[config.mk]
export PLATFORM = sky130hd
export DESIGN_NAME = digi_source_seq
export DESIGN_NICKNAME = d
export VERILOG_FILES = /design/src/rtl/digi_pkg.sv /design/src/rtl/digi_interval_cnt.sv /design/src/rtl/digi_source_seq.sv
export SDC_FILE = /design/constraint.sdc
export NUM_CORES = 1
export LEC_CHECK = 0
export CORE_MARGIN = 10
export CORE_UTILIZATION = 35
export DETAILED_ROUTE_END_ITERATION = 8
export PLACE_DENSITY_LB_ADDON = 0.1
export REMOVE_ABC_BUFFERS = 1
export SYNTH_ARGS = -nofsm -noshare
export SYNTH_HDL_FRONTEND = slang
export SYNTH_SLANG_ARGS = --single-unit
[constraint.sdc]
create_clock -name clk -period 3.6 [get_ports clk]
set_input_delay 0.72 -clock clk [delete_from_list [all_inputs] [get_ports clk]]
set_output_delay 0.72 -clock clk [all_outputs]
set_load 0.01 [all_outputs]
[src/rtl/digi_pkg.sv]
// Shared definitions for the digital interval source: playback states and
// default table geometry.
package digi_pkg;

  localparam int DIGI_DEPTH_DEF = 8;
  localparam int DIGI_CNT_W_DEF = 16;

  typedef enum logic [1:0] {
    ST_IDLE = 2'd0,
    ST_RUN  = 2'd1,
    ST_DONE = 2'd2
  } state_e;

endpackage

[src/rtl/digi_interval_cnt.sv]
// Loadable down-counter that times one interval; tc flags the last cycle
// of the interval (count == 1).
module digi_interval_cnt
  import digi_pkg::*;
#(
  parameter int CNT_W = DIGI_CNT_W_DEF
) (
  input  logic             clk,
  input  logic             rst,
  input  logic             clr,
  input  logic             load,
  input  logic             en,
  input  logic [CNT_W-1:0] load_val,
  output logic             tc
);

  logic [CNT_W-1:0] cnt_q, cnt_d;

  always_comb begin
    // NOTE: next-state gets a default first so every path assigns it and no latch is inferred.
    cnt_d = cnt_q;
    if (clr) begin
      cnt_d = '0;
    end else if (load) begin
      cnt_d = load_val;
    end else if (en && (cnt_q != '0)) begin
      cnt_d = cnt_q - 1'b1;
    end
  end

  always_ff @(posedge clk) begin
    if (rst) begin
      cnt_q <= '0;
    end else begin
      cnt_q <= cnt_d;
    end
  end

  assign tc = (cnt_q == CNT_W'(1));

endmodule

[src/rtl/digi_source_seq.sv]
// Table-driven digital waveform source: plays a list of interval lengths,
// toggling dout at the end of each interval, optionally looping.
module digi_source_seq
  import digi_pkg::*;
#(
  parameter int DEPTH = DIGI_DEPTH_DEF,
  parameter int CNT_W = DIGI_CNT_W_DEF
) (
  input  logic                     clk,
  input  logic                     rst,
  input  logic                     cfg_valid,
  output logic                     cfg_ready,
  input  logic [CNT_W-1:0]         cfg_data,
  input  logic                     cfg_last,
  input  logic                     clear,
  input  logic                     init_val,
  input  logic                     loop_en,
  input  logic                     start,
  input  logic                     stop,
  output logic                     dout,
  output logic                     busy,
  output logic                     done,
  output logic [$clog2(DEPTH)-1:0] idx
);

  localparam int IW = $clog2(DEPTH);
  localparam int CW = IW + 1;

  state_e           state_q;
  logic [CW-1:0]    count_q;
  logic             closed_q;
  logic             dout_q;
  logic             busy_q;
  logic             done_q;
  logic [IW-1:0]    idx_q;
  logic [CNT_W-1:0] entry_q [DEPTH];

  logic             cfg_hs;
  logic             wr_en;
  logic             start_go;
  logic             tick;
  logic             is_last;
  logic             tc;
  logic [IW-1:0]    idx_nxt;
  logic [CNT_W-1:0] load_val;
  logic [CNT_W-1:0] wr_val;

  assign cfg_ready = (state_q == ST_IDLE) && !closed_q && (count_q < CW'(DEPTH));
  assign cfg_hs    = cfg_valid && cfg_ready;
  assign wr_en     = cfg_hs && !clear;

  // A zero-length interval would never expire; it is timed as one cycle.
  assign wr_val    = (cfg_data == '0) ? CNT_W'(1) : cfg_data;

  assign is_last   = (({1'b0, idx_q} + CW'(1)) == count_q);
  assign idx_nxt   = is_last ? '0 : idx_q + 1'b1;

  assign start_go  = start && !clear &&
                     (((state_q == ST_IDLE) && (count_q != '0) && !cfg_hs) ||
                      (state_q == ST_DONE));
  assign tick      = (state_q == ST_RUN) && tc && !stop && !clear;
  assign load_val  = start_go ? entry_q[0] : entry_q[idx_nxt];

  digi_interval_cnt #(
    .CNT_W (CNT_W)
  ) u_cnt (
    .clk      (clk),
    .rst      (rst),
    .clr      (clear),
    .load     (start_go || tick),
    .en       (state_q == ST_RUN),
    .load_val (load_val),
    .tc       (tc)
  );

  // NOTE: the interval table has no reset; an entry is always written before playback can read it.
  always_ff @(posedge clk) begin
    if (wr_en) begin
      entry_q[count_q[IW-1:0]] <= wr_val;
    end
  end

  always_ff @(posedge clk) begin
    if (rst) begin
      state_q  <= ST_IDLE;
      count_q  <= '0;
      closed_q <= 1'b0;
      idx_q    <= '0;
      dout_q   <= 1'b0;
      busy_q   <= 1'b0;
      done_q   <= 1'b0;
    end else if (clear) begin
      state_q  <= ST_IDLE;
      count_q  <= '0;
      closed_q <= 1'b0;
      idx_q    <= '0;
      dout_q   <= init_val;
      busy_q   <= 1'b0;
      done_q   <= 1'b0;
    end else begin
      case (state_q)
        ST_IDLE: begin
          if (cfg_hs) begin
            count_q  <= count_q + 1'b1;
            closed_q <= cfg_last || ((count_q + 1'b1) == CW'(DEPTH));
          end
          if (start_go) begin
            state_q <= ST_RUN;
            idx_q   <= '0;
            dout_q  <= init_val;
            busy_q  <= 1'b1;
          end
        end
        ST_RUN: begin
          // Stop wins over a toggle due on the same edge.
          if (stop) begin
            state_q <= ST_DONE;
            busy_q  <= 1'b0;
            done_q  <= 1'b1;
          end else if (tick) begin
            dout_q <= ~dout_q;
            idx_q  <= idx_nxt;
            if (is_last && !loop_en) begin
              state_q <= ST_DONE;
              busy_q  <= 1'b0;
              done_q  <= 1'b1;
            end
          end
        end
        ST_DONE: begin
          if (start_go) begin
            state_q <= ST_RUN;
            idx_q   <= '0;
            dout_q  <= init_val;
            busy_q  <= 1'b1;
            done_q  <= 1'b0;
          end
        end
        default: begin
          state_q <= ST_IDLE;
          busy_q  <= 1'b0;
          done_q  <= 1'b0;
        end
      endcase
    end
  end

  assign dout = dout_q;
  assign busy = busy_q;
  assign done = done_q;
  assign idx  = idx_q;

endmodule

==> impl_metrics.py, run 1 <==
metrics = {
    "power_and_ir_drop": {
        "peakVddDrop_mv": 0.283,
        "p_seq_share_pct": 50.4,
        "power_per_cell_area_nw_per_um2": 463,
        "power_frac_clock_pct": 45.3,
        "p_sw_share_pct": 21.6,
        "comb_power_share_pct": 4.3,
        "leakagePower_nw": 2.83,
        "switchingPower_mw": 0.852,
        "intPower_mw": 3.10,
    },
    "worst_setup_path": {
        "path_cells": "buf_4 > buf_4 > clkdlybuf4s50_1",
        "crit_buf_inv": 3,
        "endpoint_kind": "output pin",
        "cp_top_family": "buffers and inverters",
        "cp_slowest_stage_delay_ps": 620,
        "worstSetupStartpointType": "register",
        "cp_common_cell": "buf_4",
        "crit_slowest_cell": "clkdlybuf4s50_1",
        "cp.required_ps": 2880,
        "criticalPathCategory": "register to output pin",
        "r2r_setup_slack_ps": 970,
        "worstPathArrival_ps": 2050,
        "crit_fanout": 25,
    },
    "synthesis": {
        "synth_top_cell_by_area": "edfxtp_1",
        "syn_avg_cell_area_sq_um": 12.2,
        "yosysMostFrequentCell": "edfxtp_1",
        "synth-seq-cells": 157,
        "synth-edff-count": 128,
        "yosys.area.top_type_share_pct": 52.8,
        "yosysUniqueCellTypes": 81,
        "synthTopCellsByArea": "edfxtp_1 53%, dfxtp_1 8.0%, a21oi_1 3.5%",
        "seq_area_frac_synth_pct": 60.8,
        "syn_inst": 598,
        "synthArstFlopShare_pct": 0,
        "yosysWarnings": 0,
        "synth_commonest_cells": "128 x edfxtp_1, 51 x a21oi_1, 35 x nand2_1",
        "synthFlopType": "edfxtp_1",
        "synth_area_sq_um": 7270,
    },
    "clock_network": {
        "cts_htree_levels": 4,
        "cts.sinks": 157,
        "cts.path.max_buffers": 2,
        "cts_setup_buffers": 0,
        "ctsHoldBuffers": 0,
        "cts-buffers-inserted": 17,
        "clockRootBuffer": "clkbuf_16",
        "cts_resized": 0,
        "cts_tree": "yes",
        "insertion_delay_ps": 430,
        "path_clk_slew_ps": 60,
    },
    "sta": {
        "hold_viol": 0,
        "whs_ps": 473,
        "fmax_mhz": 361,
        "finalMaxSlewViolations": 0,
        "slew_headroom_pct": 49.8,
        "rsz0062_at_grt": "false",
        "tightest_slew_ps": 750,
        "fin_crit_ps": 2770,
        "finalSetupViolations": 0,
        "fin_crit_sh_pct": 77.0,
        "finClkSkew_ps": 10.5,
    },
    "routing": {
        "drt-pass1-iter-count": 8,
        "wl_per_cell_um": 23.7,
        "drc_errors": 0,
        "viasPerCell": 5.68,
        "routed-via-count": 5189,
        "drt-total-wl_mm": 21.7,
        "antenna_left": 0,
        "drtIter0Drc": 492,
    },
    "final_layout": {
        "stdcell_area_sq_um": 8540,
        "drive_above_1_share_pct": 15.5,
        "n_antenna_cell": 0,
        "area_growth_syn_to_layout_pct": 17.4,
        "fin_nets": 662,
        "final_util_pct": 41.9,
        "fillers": 1911,
    },
    "place": {
        "placed_cell_area_sq_um": 7960,
        "dp_hpwl_mm": 14.5,
        "io_buffers": 31,
        "gp_congestion": 0.904,
    },
    "global_routing": {
        "antenna_found_initial": 0,
        "grtUsageTotal_pct": 16.4,
        "grt-ovfl-total": 0,
        "grt_pass1_vias": 5272,
        "grt_pass1_wl_mm": 33.0,
        "grt_max_degree": 38,
    },
    "floorplanning": {
        "initial_core_util_pct": 35.7,
        "dieArea_sq_um": 26900,
        "die_y_um": 164,
        "core_area_sq_um": 20400,
        "io_pins": 32,
        "die_x_um": 164,
        "row_count": 52,
    },
    "outcome": {
        "status": "complete, no violations",
    },
    "hold_path": {
        "min-delay-path-class": "register to register",
    },
    "flow_run": {
        "max-cap-violations": 0,
    },
}
-- power groups by stage --
stage	Combinational, mW	Clock (mW)	Sequential, mW
after floorplan	0.0724	0	2.03
after global placement	0.169	0	2.03
after detailed placement	0.170	0	2.03
after CTS	0.171	1.82	1.99
after global routing	0.185	1.90	1.99
final	0.169	1.79	1.99
-- final cells by class --
cell class,count,area [sq um],area share [%]
inverters,9,33.8,0.395
repair buffers,61,536,6.27
well taps,270,338,3.95
multi-input cells,385,2630,30.8
flip-flops and latches,157,4430,51.8
clock buffers,22,464,5.43
clock inverters,10,115,1.35
-- sequential cells by signal (all words and copies together) (netlist names), 2 cells and up --
signal	cells
u_cnt.cnt_q	16
state_q	2
entry_q	128
idx	3
count_q	4
-- kinds of logic after synthesis --
| logic type | synth area share (%) |
|---|---|
| multiplexers | 4.66 |
| buffers and inverters | 3.22 |
| flip-flops | 60.8 |
| AND/OR/NAND/NOR | 12.1 |
| adder cells (fa/ha/maj) | 1.03 |
| AO/OA/AOI/OAI | 15.6 |
| XOR/XNOR | 2.51 |
-- worst paths after layout --
path,end,cells past startpoint,start
worst max-delay path,idx[0],3,idx[0]
worst min-delay path,done,2,done
worst max register to register,u_cnt.cnt_q[14],6,u_cnt.cnt_q[11]
worst min register to register,done,2,done
-- worst reg2reg max path, stage by stage (launching register included) --
cell	delay, ps
dfxtp_1	380
nor4_4	470
nand3_2	200
or3_1	660
nor2_1	470
o21ai_0	160
o31ai_1	200
-- through the flow --
stage / instances / setup WS [ps] / setup TNS [ps] / total power, mW
floorplan: 551 / -757 / -10530 / 2.10
global placement: 882 / 451 / 0 / 2.20
detailed placement: 882 / 436 / 0 / 2.20
CTS: 914 / 801 / 0 / 3.99
global route: 914 / 652 / 0 / 4.07
finish: 914 / 829 / 0 / 3.95
-- per-layer routing --
metal  track usage (%)  routed length [um]  vias up
met5                 0                   0        -
met4              5.73                 418        0
met3              2.90                1000       24
met2              25.5               10100      149
met1              22.4               10200     2641
li1                  -                   -     2375
-- cell usage in the layout (no fill, tap or decap), types with 17 or more instances in the layout --
master and n:
nand2_1 35, dfxtp_1 28, nor2_1 34, clkdlybuf4s50_1 31
a21oi_1 51, edfxtp_1 128, buf_4 30, mux2i_1 17
clkbuf_16 17, o21ai_0 29
No activity file was read; power rests on OpenSTA's default activity.
==> inputs of run 2 (changes only) <==
Clock period 3.6 ns to 2.7 ns, I/O delays scaled along.
==> run 2 against run 1 <==
  * Sequential power is 33% higher
  * Combinational power is 46% higher
  * Setup slack worse by 630 ps
  * Highest routed layer unchanged
  * Die area stayed put
  * Final cell count is 3.1% higher
  * Sequential share of layout area is 1.6 points lower
  * Clock-buffer cell count is 4 lower
  * Routed wire length is 2.8% higher
  * Utilization is 1.3 points higher
  * Register-to-register slack worse by 770 ps
  * Sequential cell count stayed put
==> impl_metrics.py, run 2 (synthesis gave the netlist of run 1 again) <==
metrics = {
    "final_layout": {
        "area_growth_syn_to_layout_pct": 21.2,
        "final_common_cell": "edfxtp_1",
        "largest_register_ffs": 128,
        "fin_nets": 691,
        "fillers": 1874,
        "multi_input_area_sq_um": 2630,
        "final_cells": 942,
        "n_antenna_cell": 0,
        "drive_above_1_share_pct": 19.2,
        "area.sequential_sq_um": 4430,
        "mostFrequentLayoutCells": "128 x edfxtp_1, 56 x buf_4, 51 x a21oi_1",
    },
    "worst_setup_path": {
        "r2r_end": "u_cnt.cnt_q[1]",
        "cp-endpoint": "u_cnt.cnt_q[1]",
        "crit_slowest_cell": "dfxtp_2",
        "path_cells": "ha_1 > xor2_2 > and3_2 > o21ai_2 > and2_4 > buf_4 > mux2i_1 > o221ai_1 > a32o_1",
        "cp_num_cells": 9,
        "rr_worst_depth": 9,
        "endpoint_kind": "register",
        "cp_slowest_stage_delay_ps": 320,
        "worstSetupStartpointType": "register",
        "cp-startpoint": "idx[0]",
        "cp_top_family": "compound AO/OA/AOI/OAI gates",
        "crit_fanout": 8,
        "worstPathArrival_ps": 2810,
        "crit_buf_inv": 1,
        "r2r_setup_slack_ps": 200,
        "criticalPathCategory": "register to register",
        "cp.required_ps": 3020,
        "r2r_start": "idx[0]",
    },
    "sta": {
        "setup_slack_ps": 202,
        "rsz0062_at_grt": "false",
        "finalMaxSlewViolations": 0,
        "slew_headroom_pct": 59.9,
        "tightest_slew_ps": 602,
        "fin_crit_sh_pct": 92.5,
        "finalSetupViolations": 0,
        "fmax_mhz": 400,
        "finClkSkew_ps": 12.7,
        "fin_crit_ps": 2500,
        "hold_viol": 0,
    },
    "routing": {
        "viasPerCell": 5.60,
        "drt-total-wl_mm": 22.3,
        "wl_per_cell_um": 23.7,
        "drc_errors": 0,
        "top_layer": "met4",
        "antenna_left": 0,
        "wl_met3_mm": 1.19,
        "drtIter0Drc": 487,
        "drt-pass1-iter-count": 5,
        "met2WireLength_mm": 10.4,
        "m1WireLength_mm": 10.1,
        "routed-via-count": 5274,
    },
    "clock_network": {
        "path_clk_slew_ps": 70,
        "cts_htree_levels": 4,
        "cts_resized": 0,
        "cts_tree": "yes",
        "ctsHoldBuffers": 0,
        "insertion_delay_ps": 430,
        "cts.sinks": 157,
        "cts-buffers-inserted": 17,
        "cts.path.max_buffers": 2,
        "clockRootBuffer": "clkbuf_16",
        "cts_setup_buffers": 0,
    },
    "place": {
        "io_buffers": 31,
        "gp_congestion": 0.916,
        "dp_hpwl_mm": 15.4,
        "dp_slack_ps": 28.4,
        "dp_cells": 911,
    },
    "floorplanning": {
        "die_x_um": 164,
        "core_area_sq_um": 20400,
        "dieArea_sq_um": 26900,
        "io_pins": 32,
        "initial_core_util_pct": 35.7,
        "row_count": 52,
        "die_y_um": 164,
    },
    "global_routing": {
        "grt_pass1_wl_mm": 33.5,
        "grt_max_degree": 46,
        "grtUsageTotal_pct": 16.8,
        "grt_pass1_vias": 5268,
        "antenna_found_initial": 0,
        "grt-ovfl-total": 0,
    },
    "flow_run": {
        "max-cap-violations": 0,
    },
    "power_and_ir_drop": {
        "total_power_mw": 5.35,
        "power_per_cell_area_nw_per_um2": 607,
        "leakagePower_nw": 2.99,
        "peakVddDrop_mv": 0.509,
    },
    "outcome": {
        "status": "complete, no violations",
    },
    "hold_path": {
        "min-delay-path-class": "register to register",
    },
}
-- run 2: cell count changes in the layout (fill, tap and decap cells not counted), moves of 2 or more --
cell	before	now
inv_6	0	2
buf_12	0	3
clkinv_2	3	1
clkbuf_1	3	1
clkbuf_8	2	0
buf_4	30	56
-- run 2: cell type report --
cell class / instances / share of cell area (%)
Timing Repair Buffer: 90 / 8.97
Clock inverter: 13 / 1.87
Multi-Input combinational cell: 385 / 29.8
Clock buffer: 18 / 4.87
Sequential cell: 157 / 50.2
Tap cell: 270 / 3.83
Inverter: 9 / 0.383
-- run 2: power by group --
group,switching (mW),internal [mW]
registers,0.0160,2.64
clock network,0.997,1.45
logic,0.145,0.102
total,1.16,4.19
-- run 2: metal layers --
layer	track usage [%]	vias to the layer above
li1	-	2431
met4	6.34	0
met3	3.65	26
met5	0	-
met1	22.5	2647
met2	25.9	170
-- run 2: worst min path at each step --
stage          slack, ps  cells past startpoint     start        to
3_3_place_gp         450                      2      done      done
6_report             470                      2      done      done
5_1_grt              510                      2      done      done
2_1_floorplan        440                      2  closed_q  closed_q
4_1_cts              470                      2      done      done
3_5_place_dp         460                      2      done      done
-- run 2: worst reg2reg max path, cell delays in order (launching register included) --
cell and delay (ps):
dfxtp_2 320, ha_1 270, xor2_2 190, and3_2 280, o21ai_2 280, and2_4 260, buf_4 220, mux2i_1 200
o221ai_1 130, a32o_1 250
-- run 2: per-stage QoR --
stage	TNS, ps	util [%]	cell area (sq um)	hold WS [ps]
final	0	43.3	8810	468
after CTS	0	43.3	8810	474
after global routing	0	43.3	8810	506
after floorplan	-42690	-	7070	437
after global placement	0	40.4	8220	447
after detailed placement	0	40.4	8220	464
